**src/rtl/j4f_soc.sv**
```systemverilog
// j4f_soc: minimal RV32I core that runs each instruction in two clocks (FETCH/EXEC)
// straight off a synchronous boot ROM with one cycle of read latency.
// Ports:
//   clk       - single clock, rising edge
//   rst       - synchronous active-high reset
//   mem_addr  - ROM byte address (the pc register)
//   mem_data  - ROM read data, valid one clock after mem_addr
//   dbg_pc    - current pc
//   dbg_inst  - last executed instruction
//   dbg_a0    - register x10
module j4f_soc #(
   parameter int unsigned           XLEN     = 32,
   parameter logic [XLEN-1:0]       RESET_PC = 32'h8000_0000
) (
   input  logic            clk,
   input  logic            rst,
   output logic [XLEN-1:0] mem_addr,
   input  logic [XLEN-1:0] mem_data,
   output logic [XLEN-1:0] dbg_pc,
   output logic [31:0]     dbg_inst,
   output logic [XLEN-1:0] dbg_a0
);

   localparam int unsigned NREG = 32;

   localparam logic [6:0] OP_LUI    = 7'b0110111;
   localparam logic [6:0] OP_AUIPC  = 7'b0010111;
   localparam logic [6:0] OP_JAL    = 7'b1101111;
   localparam logic [6:0] OP_JALR   = 7'b1100111;
   localparam logic [6:0] OP_BRANCH = 7'b1100011;
   localparam logic [6:0] OP_IMM    = 7'b0010011;
   localparam logic [6:0] OP_REG    = 7'b0110011;

   typedef enum logic {S_FETCH = 1'b0, S_EXEC = 1'b1} state_t;

   state_t          state, state_nxt;
   logic            exec_en;
   logic [XLEN-1:0] pc;
   logic [31:0]     inst_q;
   logic [XLEN-1:0] regs [NREG];

   logic [6:0]      opcode;
   logic [4:0]      rd, rs1, rs2;
   logic [2:0]      funct3;
   logic [XLEN-1:0] rs1_val, rs2_val;
   logic [XLEN-1:0] imm_i, imm_b, imm_u, imm_j;
   logic [XLEN-1:0] pc_plus4, npc_raw, next_pc, rd_val;
   logic            rd_we, taken;

   // Shared ALU for register-register and register-immediate operations
   function automatic logic [XLEN-1:0] alu(input logic [2:0] f3, input logic alt,
                                           input logic [XLEN-1:0] a, input logic [XLEN-1:0] b);
      logic [XLEN-1:0] r;
      case (f3)
         3'b000:  r = alt ? (a - b) : (a + b);
         3'b001:  r = a << b[4:0];
         3'b010:  r = {{(XLEN-1){1'b0}}, ($signed(a) < $signed(b))};
         3'b011:  r = {{(XLEN-1){1'b0}}, (a < b)};
         3'b100:  r = a ^ b;
         3'b101:  r = alt ? XLEN'($signed(a) >>> b[4:0]) : (a >> b[4:0]);
         3'b110:  r = a | b;
         default: r = a & b;
      endcase
      return r;
   endfunction

   // State register
   always_ff @(posedge clk) begin
      if (rst) state <= S_FETCH;
      else     state <= state_nxt;
   end

   // Next-state logic
   always_comb begin
      state_nxt = S_FETCH;
      case (state)
         S_FETCH: state_nxt = S_EXEC;
         S_EXEC:  state_nxt = S_FETCH;
         default: state_nxt = S_FETCH;
      endcase
   end

   // FSM outputs
   always_comb begin
      exec_en = 1'b0;
      if (state == S_EXEC) exec_en = 1'b1;
   end

   // Instruction field and immediate decode
   assign opcode  = mem_data[6:0];
   assign rd      = mem_data[11:7];
   assign funct3  = mem_data[14:12];
   assign rs1     = mem_data[19:15];
   assign rs2     = mem_data[24:20];
   assign rs1_val = (rs1 == 5'd0) ? '0 : regs[rs1];
   assign rs2_val = (rs2 == 5'd0) ? '0 : regs[rs2];
   assign imm_i   = {{20{mem_data[31]}}, mem_data[31:20]};
   assign imm_b   = {{19{mem_data[31]}}, mem_data[31], mem_data[7], mem_data[30:25],
                     mem_data[11:8], 1'b0};
   assign imm_u   = {mem_data[31:12], 12'b0};
   assign imm_j   = {{11{mem_data[31]}}, mem_data[31], mem_data[19:12], mem_data[20],
                     mem_data[30:21], 1'b0};
   assign pc_plus4 = pc + XLEN'(4);

   // Branch condition
   always_comb begin
      taken = 1'b0;
      case (funct3)
         3'b000:  taken = (rs1_val == rs2_val);
         3'b001:  taken = (rs1_val != rs2_val);
         3'b100:  taken = ($signed(rs1_val) <  $signed(rs2_val));
         3'b101:  taken = ($signed(rs1_val) >= $signed(rs2_val));
         3'b110:  taken = (rs1_val <  rs2_val);
         3'b111:  taken = (rs1_val >= rs2_val);
         default: taken = 1'b0;
      endcase
   end

   // Execute: writeback value and next pc; unknown opcodes fall through as NOP
   always_comb begin
      rd_we   = 1'b0;
      rd_val  = '0;
      npc_raw = pc_plus4;
      case (opcode)
         OP_LUI:    begin rd_we = 1'b1; rd_val = imm_u; end
         OP_AUIPC:  begin rd_we = 1'b1; rd_val = pc + imm_u; end
         OP_JAL:    begin rd_we = 1'b1; rd_val = pc_plus4; npc_raw = pc + imm_j; end
         OP_JALR:   begin
            rd_we   = 1'b1;
            rd_val  = pc_plus4;
            npc_raw = (rs1_val + imm_i) & ~XLEN'(1);
         end
         OP_BRANCH: if (taken) npc_raw = pc + imm_b;
         OP_IMM:    begin
            rd_we  = 1'b1;
            rd_val = alu(funct3, (funct3 == 3'b101) & mem_data[30], rs1_val, imm_i);
         end
         OP_REG:    begin
            rd_we  = 1'b1;
            rd_val = alu(funct3, mem_data[30], rs1_val, rs2_val);
         end
         default:   ;
      endcase
      next_pc = {npc_raw[XLEN-1:2], 2'b00};
   end

   // Architectural state: pc, last instruction, register file
   always_ff @(posedge clk) begin
      if (rst) begin
         pc     <= RESET_PC;
         inst_q <= '0;
         for (int i = 0; i < NREG; i++) regs[i] <= '0;
      end else if (exec_en) begin
         pc     <= next_pc;
         inst_q <= mem_data;
         if (rd_we && (rd != 5'd0)) regs[rd] <= rd_val;
      end
   end

   assign mem_addr = pc;
   assign dbg_pc   = pc;
   assign dbg_inst = inst_q;
   assign dbg_a0   = regs[10];

endmodule

```
**config.mk**
```make
export PLATFORM = sky130hd
export DESIGN_NAME = j4f_soc
export DESIGN_NICKNAME = d
export VERILOG_FILES = /design/src/rtl/j4f_soc.sv
export SDC_FILE = /design/constraint.sdc
export NUM_CORES = 2
export LEC_CHECK = 0
export CAP_MARGIN = 25
export CORE_AREA = 4 4 578 580
export CTS_BUF_LIST = sky130_fd_sc_hd__clkbuf_4
export DETAILED_ROUTE_END_ITERATION = 10
export DIE_AREA = 0 0 582 584
export PLACE_DENSITY = 0.46
export SETUP_SLACK_MARGIN = 0.2
export SYNTH_ARGS = -nofsm -noshare
export SYNTH_HDL_FRONTEND = slang
export SYNTH_SLANG_ARGS = --single-unit
export TNS_END_PERCENT = 20
```
**constraint.sdc**
```tcl
create_clock -name clk -period 19.7 [get_ports clk]
set_clock_uncertainty 0.2 [all_clocks]
set_input_delay 1.97 -clock clk [delete_from_list [all_inputs] [get_ports clk]]
set_output_delay 1.97 -clock clk [all_outputs]
set_load 0.01 [all_outputs]
```
==> flow_summary.ini <==
[outcome]
status = completed

[clock_network]
cts_made_buffers = 306
cts.hold.buffers_added = 0
clk-insertion-delay-late_ns = 1.36
cts_max_path_buffers = 4
number_of_cells_upsized_or_downsized_after_cts = 0
numClockSinks = 1087
clockRootBuffer = clkbuf_4
post_cts.repair.setup_buffers = 0
clk_transition_reported_paths_ns = 0.06
cts_htree_levels = 5
cts_tree = yes

[sta]
period_share_pct = 53.4
timing.setup.tns_ns = 0
max_freq_ghz = 0.0950
worst_slack_ns = 9.17
final-hold-violation-count = 0
grt_setup_unrepaired = no
slew-limit-headroom_pct = 23.5
report.final.slew_viol_count = 0
period_minus_slack_ns = 10.53
final-setup-viol-count = 0
worst_slew_pin_slew_ns = 1.15

[floorplanning]
floorplan.die_area_um2 = 340000
die_y_um = 584
starting_utilization_of_the_core_area_pct = 23.9
site_rows = 211
boundaryPins = 162
placeableCoreArea_um2 = 329000
die_w_um = 582

[logic_synthesis]
yosysUniqueCellTypes = 130
synth-seq-cells = 1087
ys_dominant_reg_cell = edfxtp_1
seq_area_frac_synth_pct = 40.6
synthArstFlopShare_pct = 0
yosys_warnings = 0
synth_edf_count = 1024
combined_area_of_all_synthesized_cells_um2 = 78800
syn-instance-count = 7585
postSynthAreaPerCell_um2 = 10.4

[critical_path]
timing.critical_path.arrival_ns = 11.40
timing.reg2reg.worst_path_depth = 19
crit_path_start_kind = input pin
crit_fanout = 34
worst_setup_path_end_kind = register
timing.setup.critical_path_class = input pin to register
worstPathRequired_ns = 20.58

[global_routing]
grt_max_degree = 97
grtUsageTotal_pct = 24.7
grt_pass1_wl_um = 589000
grt_antenna_before_repair = 26
via_count_of_the_first_global_routing_pass = 68100
grt_remaining_overflow = 0

[route]
via_per_inst = 5.81
first_iter_violations = 10600
via_count = 71000
totalWireLength_um = 437000
detail-route-antenna-nets = 0
wire_per_inst_um = 35.8
drc_markers = 0
firstDrtPassIters = 6

[power]
cellLeakagePower_nw = 30.9
post-layout-total-power_mw = 6.77
power_density_nw_per_um2 = 76.4
worst_ir_drop_on_vdd_v = 0.0000410

[placement]
port_buffers = 157
globalplace.congestion = 1.05
dpl-instance-area_um2 = 84800
placement.setup.worst_slack_ns = 8.33
detailed_place_hpwl_um = 298000

[worst_hold_path]
hold_depth = 2
holdCritPathClass = register to register

[layout]
multiInputGateArea_um2 = 42800
drive_above_1_share_pct = 19.7
fillers = 34700
areaGrowthSynthToFinish_pct = 12.6
final_nets = 7919
ff_latch_area_um2 = 32000
final_cell_area_um2 = 88700

[flow_run]
max_cap_viol_count = 0
==> cells by family (layout without fill, tap and decap cells) <==
group           count (synthesis)  after routing  synth area share [%]
compound gates               1802           1802                  15.5
xor+xnor                      139            139                  1.55
fa+ha+maj                     256            256                  4.13
buf+inv                       935           1149                  6.01
flops                        1087           1087                  40.6
mux                           864            864                  18.4
other cells                     1             57               0.00476
simple gates                 2501           2501                  13.8
==> final cells by class <==
cell class	instances	share of cell area, %
flip-flops and latches	1087	36.1
repair buffers	439	4.32
inverters	197	0.849
multi-input cells	5598	48.3
well taps	4366	6.16
diodes	21	0.0593
clock buffers	454	3.84
clock inverters	59	0.360
==> cell usage after synthesis, types with 70 or more instances <==
cell	count	area (um2)
nand2b_1	85	532
mux4_2	441	9930
nand2_1	520	1950
xnor2_1	86	753
a211oi_1	70	526
nor2_1	1370	5140
edfxtp_1	1024	30700
o211ai_1	72	541
o21ai_0	352	1760
nand3_1	130	651
clkbuf_1	355	1330
ha_1	249	3120
o22ai_1	110	688
buf_2	158	791
mux2i_1	319	3190
inv_1	165	619
a21oi_1	403	2020
nor3_1	107	536
buf_1	71	267
mux2_2	91	1020
==> cells in the final DEF, fill, tap and decap left out, types with 141 or more instances in the layout <==
cell and instances:
nor2_1 1365, edfxtp_1 1024, nand2_1 492, clkbuf_4 454, mux4_2 441, a21oi_1 399
o21ai_0 348, mux2i_1 319, buf_4 273, ha_1 249, inv_1 165, clkdlybuf4s50_1 141
==> flip-flops by register name, indices dropped and copies added (netlist names) <==
register	count
state	1
dbg_inst	32
regs	1024
dbg_pc	30
==> final timing paths <==
kind / endpoint / startpoint / slack [ns]
worst max-delay path: dbg_pc[20] / mem_data[16] / 9.17
worst min-delay path: dbg_inst[5] / dbg_inst[5] / 0.29
worst max register to register: dbg_pc[20] / regs[29][23] / 11.81
worst min register to register: dbg_inst[5] / dbg_inst[5] / 0.29
==> report_power, final <==
part | internal, mW | switching (mW)
clock network | 1.07 | 1.06
registers | 2.60 | 0.0568
logic | 0.599 | 1.38
total | 4.28 | 2.50
==> per-stage QoR <==
| step | hold slack, ns | util (%) | instances |
|---|---|---|---|
| global placement | 0.275 | 25.7 | 11700 |
| detailed placement | 0.280 | 25.8 | 11700 |
| finish | 0.292 | 26.9 | 12200 |
| CTS | 0.295 | 26.9 | 12200 |
| floorplan | 0.332 | - | 7620 |
| global route | 0.316 | 26.9 | 12200 |
==> worst max-delay path, cell delays in order <==
cell      delay (ns)
buf_4           0.37
buf_4           0.48
buf_4           0.64
or3_2           0.54
buf_4           0.56
o22a_1          0.26
nand4_1         0.58
nand3_2         0.80
inv_1           0.39
ha_1            0.71
nand4_1         0.25
nor4_1          0.83
nand4_1         0.38
a32o_1          0.31
a211o_1         0.30
a31oi_4         0.26
buf_4           0.42
and2_0          0.41
buf_4           0.28
nand2_1         0.07
o211ai_1        0.11
o21ai_0         0.13
a31oi_1         0.16
==> per-layer routing <==
| metal | vias up | track usage, % | part of all wire, % |
|---|---|---|---|
| li1 | 28800 | - | - |
| met1 | 36300 | 32.2 | 40 |
| met2 | 4805 | 37.1 | 43 |
| met3 | 1044 | 6.14 | 10 |
| met4 | 20 | 14.2 | 6.9 |
| met5 | - | 0 | 0.032 |
Note: power is estimated with default switching activity, not from simulation.
